## config.mk

```make
export PLATFORM = sky130hd
export DESIGN_NAME = lockstep_ctrl_bank
export DESIGN_NICKNAME = d
export VERILOG_FILES = /design/src/rtl/lockstep_ctrl_bank.sv
export SDC_FILE = /design/constraint.sdc
export NUM_CORES = 1
export LEC_CHECK = 0
export ABC_AREA = 1
export CAP_MARGIN = 20
export CORE_ASPECT_RATIO = 0.5
export CORE_UTILIZATION = 58
export CTS_CLUSTER_DIAMETER = 120
export DETAILED_ROUTE_END_ITERATION = 7
export PLACE_DENSITY_LB_ADDON = 0.3
export SYNTH_ARGS = -nofsm -noshare
export SYNTH_HDL_FRONTEND = slang
export SYNTH_SLANG_ARGS = --single-unit
```

## constraint.sdc

```tcl
create_clock -name clk_i -period 3.78 [get_ports clk_i]
set_input_delay 0.756 -clock clk_i [delete_from_list [all_inputs] [get_ports clk_i]]
set_output_delay 0.756 -clock clk_i [all_outputs]
set_load 0.01 [all_outputs]
```

## src/rtl/lockstep_ctrl_bank.sv

```systemverilog
// ---------------------------------------------------------------------------
// lockstep_ctrl_bank
//
// Lockstep control peripheral for a bank of core pairs. Software stages
// per-pair lockstep enables in CTRL. Each cycle the commit barrier bit is
// high, CTRL is copied into ACTIVE, which drives the pair comparators.
// Comparator mismatches on active pairs bump a saturating per-pair counter
// and set a sticky STATUS flag. Any STATUS flag that is also enabled in
// IRQ_EN raises the registered interrupt.
//
// Register map (byte offsets from BASE_ADDR, word aligned):
//   0x00        CTRL    RW    staged enables
//   0x04        ACTIVE  RO    applied enables
//   0x08        STATUS  RW1C  sticky mismatch flags
//   0x0C        IRQ_EN  RW    interrupt enables
//   0x10+4*i    CNT[i]  RO    mismatch count; any write clears it
//
// Ports:
//   clk_i, rst_ni       clock, asynchronous active-low reset
//   req_i .. id_i       peripheral bus request (wen_i = 1 means read)
//   gnt_o               always granted
//   r_valid_o .. r_rdata_o  one-cycle-later response
//   barrier_matched_i   barrier vector; bit COMMIT_BAR commits CTRL
//   mismatch_i          per-pair comparator mismatch
//   lockstep_mode_o     applied enables (ACTIVE)
//   irq_o               registered error interrupt
// ---------------------------------------------------------------------------
module lockstep_ctrl_bank #(
    parameter int unsigned ID_WIDTH   = 5,
    parameter int unsigned N_PAIRS    = 4,
    parameter int unsigned N_BARRIERS = 8,
    parameter int unsigned COMMIT_BAR = 0,
    parameter int unsigned CNT_WIDTH  = 16,
    parameter logic [31:0] BASE_ADDR  = 32'h10202400
) (
    input  logic                  clk_i,
    input  logic                  rst_ni,
    input  logic                  req_i,
    input  logic [31:0]           addr_i,
    input  logic                  wen_i,
    input  logic [31:0]           wdata_i,
    input  logic [3:0]            be_i,
    input  logic [ID_WIDTH-1:0]   id_i,
    output logic                  gnt_o,
    output logic                  r_valid_o,
    output logic                  r_opc_o,
    output logic [ID_WIDTH-1:0]   r_id_o,
    output logic [31:0]           r_rdata_o,
    input  logic [N_BARRIERS-1:0] barrier_matched_i,
    input  logic [N_PAIRS-1:0]    mismatch_i,
    output logic [N_PAIRS-1:0]    lockstep_mode_o,
    output logic                  irq_o
);

    // Four fixed registers followed by one counter per pair.
    localparam int unsigned N_REGS = 4 + N_PAIRS;
    localparam logic [CNT_WIDTH-1:0] CNT_MAX = '1;

    // ------------------------------------------------------------------
    // Address decode
    // ------------------------------------------------------------------
    logic [31:0] offset;
    logic [29:0] word_idx;
    logic        mapped;
    logic        wr_en;
    logic        rd_en;

    // Addresses below BASE_ADDR wrap to huge offsets and fall out of range.
    assign offset   = addr_i - BASE_ADDR;
    assign word_idx = offset[31:2];
    assign mapped   = (offset[1:0] == 2'b00) && (word_idx < 30'(N_REGS));
    assign wr_en    = req_i && !wen_i && mapped;
    assign rd_en    = req_i &&  wen_i && mapped;

    logic wr_ctrl;
    logic wr_status;
    logic wr_irq_en;
    logic [N_PAIRS-1:0] wr_cnt;

    assign wr_ctrl   = wr_en && (word_idx == 30'd0);
    assign wr_status = wr_en && (word_idx == 30'd2);
    assign wr_irq_en = wr_en && (word_idx == 30'd3);

    always_comb begin
        for (int i = 0; i < N_PAIRS; i++) begin
            wr_cnt[i] = wr_en && (word_idx == 30'(4 + i));
        end
    end

    // Per-bit write mask: bit i belongs to byte lane i/8.
    logic [N_PAIRS-1:0] be_mask;
    always_comb begin
        for (int i = 0; i < N_PAIRS; i++) begin
            be_mask[i] = be_i[i / 8];
        end
    end

    // ------------------------------------------------------------------
    // Register state
    // ------------------------------------------------------------------
    logic [N_PAIRS-1:0]   ctrl_q;
    logic [N_PAIRS-1:0]   active_q;
    logic [N_PAIRS-1:0]   status_q;
    logic [N_PAIRS-1:0]   irq_en_q;
    logic [CNT_WIDTH-1:0] cnt_q [N_PAIRS];

    logic [N_PAIRS-1:0]   counted;
    logic [N_PAIRS-1:0]   status_clr;
    logic [N_PAIRS-1:0]   status_d;
    logic [CNT_WIDTH-1:0] cnt_d [N_PAIRS];

    // A mismatch only matters on a pair that is running in lockstep now.
    assign counted = mismatch_i & active_q;

    // Set dominates clear so a mismatch racing the W1C is never lost.
    assign status_clr = wr_status ? (wdata_i[N_PAIRS-1:0] & be_mask) : '0;
    assign status_d   = (status_q & ~status_clr) | counted;

    // NOTE: every output of a combinational block gets a default before any
    // conditional logic; a path that leaves it unassigned infers a latch.
    always_comb begin
        for (int i = 0; i < N_PAIRS; i++) begin
            cnt_d[i] = wr_cnt[i] ? '0 : cnt_q[i];
            if (counted[i] && (cnt_d[i] != CNT_MAX)) begin
                cnt_d[i] = cnt_d[i] + 1'b1;
            end
        end
    end

    // NOTE: sequential state uses non-blocking assignments so every register
    // samples pre-edge values; this is also what makes a commit take the
    // CTRL value from before a same-cycle write.
    always_ff @(posedge clk_i or negedge rst_ni) begin
        if (!rst_ni) begin
            ctrl_q   <= '0;
            active_q <= '0;
            status_q <= '0;
            irq_en_q <= '0;
            irq_o    <= 1'b0;
        end else begin
            if (wr_ctrl) begin
                ctrl_q <= (ctrl_q & ~be_mask) | (wdata_i[N_PAIRS-1:0] & be_mask);
            end
            if (wr_irq_en) begin
                irq_en_q <= (irq_en_q & ~be_mask) | (wdata_i[N_PAIRS-1:0] & be_mask);
            end
            if (barrier_matched_i[COMMIT_BAR]) begin
                active_q <= ctrl_q;
            end
            status_q <= status_d;
            irq_o    <= |(status_q & irq_en_q);
        end
    end

    // NOTE: the counter array is reset like any other register because
    // software reads it directly and expects zero after reset; it is a small
    // flop array, not a RAM macro.
    always_ff @(posedge clk_i or negedge rst_ni) begin
        if (!rst_ni) begin
            for (int i = 0; i < N_PAIRS; i++) begin
                cnt_q[i] <= '0;
            end
        end else begin
            for (int i = 0; i < N_PAIRS; i++) begin
                cnt_q[i] <= cnt_d[i];
            end
        end
    end

    // ------------------------------------------------------------------
    // Read mux (register values as they stand in the request cycle)
    // ------------------------------------------------------------------
    logic [31:0] rdata_mux;
    always_comb begin
        rdata_mux = '0;
        case (word_idx)
            30'd0:   rdata_mux = 32'(ctrl_q);
            30'd1:   rdata_mux = 32'(active_q);
            30'd2:   rdata_mux = 32'(status_q);
            30'd3:   rdata_mux = 32'(irq_en_q);
            default: begin
                for (int i = 0; i < N_PAIRS; i++) begin
                    if (word_idx == 30'(4 + i)) begin
                        rdata_mux = 32'(cnt_q[i]);
                    end
                end
            end
        endcase
    end

    // ------------------------------------------------------------------
    // Response channel
    // ------------------------------------------------------------------
    assign gnt_o = 1'b1;

    always_ff @(posedge clk_i or negedge rst_ni) begin
        if (!rst_ni) begin
            r_valid_o <= 1'b0;
            r_opc_o   <= 1'b0;
            r_id_o    <= '0;
            r_rdata_o <= '0;
        end else begin
            r_valid_o <= req_i;
            r_opc_o   <= req_i && !mapped;
            r_rdata_o <= rd_en ? rdata_mux : 32'd0;
            if (req_i) begin
                r_id_o <= id_i;
            end
        end
    end

    assign lockstep_mode_o = active_q;

    // Bits that exist on the port but carry no function for this N_PAIRS.
    logic unused_bits;
    assign unused_bits = ^{wdata_i, be_i, barrier_matched_i};

endmodule

```

# Word level (Yosys, flattened, before mapping)
# Cells that the tools add are included.
dict set report word_totals {
  out_inout_bits 45
  ff_bits 120
}
dict set report classes {
  n_mux 15
  n_reduce_logical 22
  eq_ne 11
  bitwise_logic 11
  magnitude_cmp 1
  n_addsub 5
}
# cell n
set ops {}
lappend ops {{16-bit two-way mux} 9}
lappend ops {{32-bit two-way mux} 4}
lappend ops {{32-bit one-hot mux with 4 select lines} 1}
lappend ops {{30-bit by 3-bit equality test with 1-bit output, second input constant} 4}
lappend ops {{16-bit by 1-bit adder with 16-bit output, second input constant} 4}
lappend ops {{16-bit inequality test, second input constant} 4}
lappend ops {{30-bit by 2-bit equality test with 1-bit output, second input constant} 2}
lappend ops {{32-bit by 29-bit subtractor with 32-bit output, second input constant} 1}
lappend ops {{30-bit by 1-bit equality test with 1-bit output, second input constant} 1}
lappend ops {{30-bit logical NOT} 1}
lappend ops {{30-bit by 4-bit less-than comparator with 1-bit output, second input constant} 1}
lappend ops {{4-bit AND} 6}
lappend ops {{1-bit logical AND} 17}
lappend ops {{4-bit bitwise OR} 3}
lappend ops {{4-bit NOT} 2}
lappend ops {{4-bit two-way mux} 1}
lappend ops {{4-bit OR reduction} 1}
lappend ops {{1-bit logical NOT} 2}
lappend ops {{2-bit logical NOT} 1}

# Depth between registers and ports, before layout
dict set report depth {
  word_depth 9
  depth_mapped 30
  mapped_depth_nobuf 26
}

# Worst setup path after synthesis
# No wires, ideal clock.
dict set report synth_timing {
  kind {input-to-reg}
  startpoint {input port addr_i[11]}
  endpoint {register cnt_q[48] (netlist name)}
  slack_ps 213
  stages 28
  path_buffers 3
  setup_time_ps 120
  arrival_ps 3447
  cell_sequence {nor2_1 nand2_1 nand2_2 nand2_2 nand2_2 nand3_1 nand2_1 nor2_2 nand2_2 nor2_8 nand2_8 nor2_8 nand2_4 buf_6 buf_2 nand2_1 inv_1 ha_1 nand2_1 inv_1 nand3_1 nor2_2 nand2_4 nor2_2 nor2_4 buf_6 o21ai_1 nand2_1}
}
# item line
set synth_lines {}
lappend synth_lines {{start, declared} 39} ;# input logic [31:0] addr_i,
lappend synth_lines {{end signal, assigned by index} 165} ;# cnt_q[i] <= cnt_d[i];
lappend synth_lines {{end, declared} 105} ;# logic [CNT_WIDTH-1:0] cnt_q [N_PAIRS];

==> parameters.txt <==
Parameter                              Value

Outcome
  Outcome ... complete, no violations

Critical path
  Critical path fanouts, max ... 8
  Library cell appearing most often on the critical path ... nor2_2
  Destination of the worst register-to-register timing path ... cnt_q[49]
  Arr. time, crit path ... between 3 and 4 ns
  Kind of start point of the critical path ... input port
  Kind of critical path ... in2reg
  Logic depth of the worst register-to-register path ... 12
  Element type at the critical path end ... flop
  Launch point of the worst reg-to-reg path ... cnt_q[48]
  Flop-to-flop setup slack ... between 1.5 and 2 ns
  Slowest CP cell ... clkdlybuf4s50_1
  Delay of the slowest cell on the worst path ... roughly 0.44 ns
  Data required time of the worst path ... between 4 and 5 ns

Die
  Ports ... 134
  Row Count ... 29
  Die Outline Area ... around 14000 um2
  DIE WIDTH ... between 150 and 200 um
  Effective utilization at floorplan ... 60.08%
  Core area ... between 10000 and 15000 um2
  Die Height ... roughly 83 um

Global route
  Gr usage total ... roughly 35%
  Antenna violations before repair ... 0
  Total congestion overflow after global routing ... 0
  First-pass GRT wire length ... 37340 um
  Number of global-route vias before repair ... ~8000
  Largest net degree at the start of global routing ... 60

Placement
  Port-buffer cells ... 78
  HPWL reported at the end of detailed placement ... between 15000 and 20000 um
  DP Worst Slack ... -0.3280 ns
  Final weighted congestion in routability-driven placement ... 0.9552

Route
  Total wirelength of the detailed-routed design ... 23200 um
  Total met2 wirelength after detailed routing ... ~11000 um
  Routed vias ... approximately 8500
  DR WL met3 ... 2224 um
  DR WL/cell ... around 15 um
  Antenna Violating Nets Remaining ... 0
  DRT iter0 DRCs ... a little over 1000
  DRC viols ... 0
  Number of vias per cell after detailed routing ... roughly 5.6
  Uppermost layer routed ... met4
  First-pass iteration count of the detailed router ... 6
  Met1 WL ... ~9600 um

Logic synthesis
  Proportion of synthesized chip area in sequential cells ... approximately 34%
  Yosys warning total ... 0
  Most common flop cell mapped by yosys ... dfrtp_1
  Compound-gate portion of the synthesized area ... roughly 8.3%
  Fraction of post-synthesis cell area in the top cell type by area ... 33.91%
  Number of enable flip-flop cells after synthesis ... 0
  Post-synthesis async set-or-reset flop share ... between 90% and 100%
  Cell count after synthesis ... about 1200
  Share of synthesized area spent on multiplexers ... 0%
  Post-synthesis xor/xnor area fraction ... roughly 2.7%
  Library cell occupying the most area in the post-synthesis netlist ... dfrtp_1
  Adder and majority cell fraction of the synthesized area ... less than 1%
  Synth area leaders ... dfrtp_1, nand2_1, inv_1
  Largest family of logic cells by synthesized area ... simple AND/OR/NAND/NOR gates
  Synthesized area ... 7674 um2
  Number of distinct standard cells referenced by the synthesized netlist ... 39
  Number of register bits inferred by synthesis ... approximately 100
  Simple-gate share of the synthesized area ... between 40% and 50%
  Mean post-synth cell area ... between 6 and 7 um2

Clock tree
  Clock net sink count ... about 100
  Clock-pin slew on the worst setup and hold paths ... 0.07 ns
  Clock latency on the worst-skew pair ... around 0.35 ns
  Deepest clock path buffer count ... 2
  Number of buffers added by the clock tree synthesis step ... 9
  Clock tree from TritonCTS ... yes
  Clock root buffer ... clkbuf_16
  Buffers inserted during post-CTS setup optimization ... 0
  Clock H-tree levels ... 3
  Hold bufs inserted after CTS ... 0

Timing
  Max-slew headroom ... between 40 and 50%
  Number of setup violations in the final report ... 0
  Post-layout min period ... approximately 3.6 ns
  Maximum clock frequency ... between 200 and 300 MHz
  Final-layout setup total negative slack ... 0 ns
  Worst-case setup margin in the final layout ... around 0.16 ns
  Number of max-slew violations in the final report ... 0
  WHS ... roughly 0.47 ns
  Worst clock skew ... between 0.008 and 0.009 ns
  Pin slew with the least headroom to its limit ... a little over 0.8 ns
  Hold Violations, Final ... 0
  Tcrit/Tclk final ... roughly 96%

Pwr
  Leakage power ... 4.953 nW
  Fraction of power spent switching nets ... approximately 26%
  Cell area power density ... 270.3 nW/um2
  Net load switching power ... around 0.7 mW
  Part of the power in combinational logic ... around 14%
  Clock share of power ... roughly two fifths
  Total internal power ... 1.973 mW
  Total power of the final layout ... around 2.7 mW
  Share of total power in sequential cells ... 44.6%
  Worst IR drop on VDD ... between 0.00015 and 0.0002 V

Final layout
  Fraction of final layout cells with drive strength greater than 1 ... roughly 16%
  Sequential cell area in the final layout ... 2603 um2
  Nets ... roughly 1400
  Total inserted antenna cells ... 0
  Total area of multi-input combinational cells ... about 4300 um2
  Relative area change from synthesis to final layout ... 28.39%
  Fillers ... approximately 930

Flow run
  Max-capacitance violation count ... 0

Worst hold path
  Hold Path Class ... in2async
## worst max-delay path, delay by kind of cell
family / cells / cell delay [ns]
and+or+nand+nor: 21 / 2.02
buffers and inverters: 4 / 0.82
adders and majority gates: 1 / 0.19
AOI/OAI and AO/OA: 1 / 0.08
## cell families (layout without fill, tap and decap cells)
| family | count (synthesis) | count (layout) |
|---|---|---|
| DFF | 104 | 104 |
| and+or+nand+nor | 713 | 716 |
| xor gates and xnor gates | 24 | 24 |
| buffers and inverters | 204 | 379 |
| other | 2 | 17 |
| adders and majority gates | 4 | 4 |
| AOI/OAI and AO/OA | 110 | 110 |
## through the flow
step / instance area, um2 / cells / util, %
6_report: 9852 / 1524 / 77.14
5_1_grt: 9852 / 1524 / 77.14
4_1_cts: 9747 / 1522 / 76.31
3_5_place_dp: 9397 / 1505 / 73.57
3_3_place_gp: 9397 / 1505 / 73.57
2_1_floorplan: 7730 / 1176 / -
## registers in the layout (all words and copies together), names as in the netlist, named ones only
name and flops:
r_rdata_o 16, status_q 4, r_opc_o 1, r_valid_o 1, lockstep_mode_o 4, r_id_o 5
irq_o 1, cnt_q 64
## power by group through the flow
stage	Clock (mW)	Combinational (mW)	Sequential (mW)
CTS	1.10	0.368	1.19
detailed placement	0	0.364	1.21
global placement	0	0.348	1.21
global route	1.16	0.420	1.19
floorplan	0	0.189	1.20
finish	1.09	0.380	1.19
## layout by cell type, fill, tap and decap left out, types with 5 or more instances in the layout
cell / Yosys / routed
a211oi_1: 9 / 9
a21oi_1: 13 / 13
buf_12: 0 / 5
buf_4: 20 / 117
clkbuf_16: 0 / 9
clkdlybuf4s50_1: 0 / 72
conb_1: 2 / 17
dfrtp_1: 104 / 104
dlymetal6s2s_1: 0 / 5
inv_1: 154 / 150
inv_2: 7 / 11
nand2_1: 379 / 375
nand2_2: 11 / 15
nand2_4: 6 / 6
nand3_1: 100 / 99
nand3_2: 10 / 10
nand4_1: 27 / 27
nor2_1: 116 / 109
nor2_2: 11 / 17
nor2_4: 5 / 9
nor2_8: 6 / 6
nor3_1: 35 / 35
o21ai_0: 47 / 47
o21ai_1: 23 / 21
o221ai_1: 8 / 8
o22ai_1: 5 / 5
xnor2_1: 11 / 11
xor2_1: 13 / 13
## layout make-up
| cell class | instances | area share [%] |
|---|---|---|
| sequential | 104 | 26.42 |
| clock buffer | 10 | 2.324 |
| inverter | 162 | 6.172 |
| timing repair buffer | 201 | 18.11 |
| clock inverter | 6 | 1.168 |
| multi-input combinational | 871 | 43.65 |
| tap | 170 | 2.159 |
## timing repair
action | 4_1_cts | 5_1_grt
resized for setup | 0 | 32
pin swaps | 1 | 7
gates cloned | 1 | 2
endpoints found under the setup margin | 1 | 63
## metal layers
metal / vias up / GRT usage [%]
met1: 3907 / 46.00
met4: 0 / 12.76
met3: 82 / 5.944
met2: 464 / 56.26
li1: 4039 / -
met5: - / 0
## cell usage after synthesis, types with 7 or more instances
master      n
xnor2_1    11
nand2_1   379
xor2_1     13
buf_2       8
buf_6       9
o221ai_1    8
nand2_2    11
inv_2       7
dfrtp_1   104
a21oi_1    13
o21ai_1    23
inv_1     154
o21ai_0    47
nor3_1     35
buf_4      20
a211oi_1    9
nand4_1    27
nor2_1    116
nor2_2     11
nand3_2    10
nand3_1   100
## worst max path at each step
stage	from	to	slack (ns)	cells after the start
after floorplan	addr_i[11]	cnt_q[48]	0.21	28
after global placement	addr_i[18]	cnt_q[48]	-0.22	28
after detailed placement	addr_i[18]	cnt_q[50]	-0.33	28
after CTS	addr_i[18]	cnt_q[55]	0.04	28
after global routing	addr_i[15]	cnt_q[21]	-0.03	27
final	addr_i[15]	cnt_q[21]	0.16	27
Note: power is estimated with default switching activity, not from simulation.
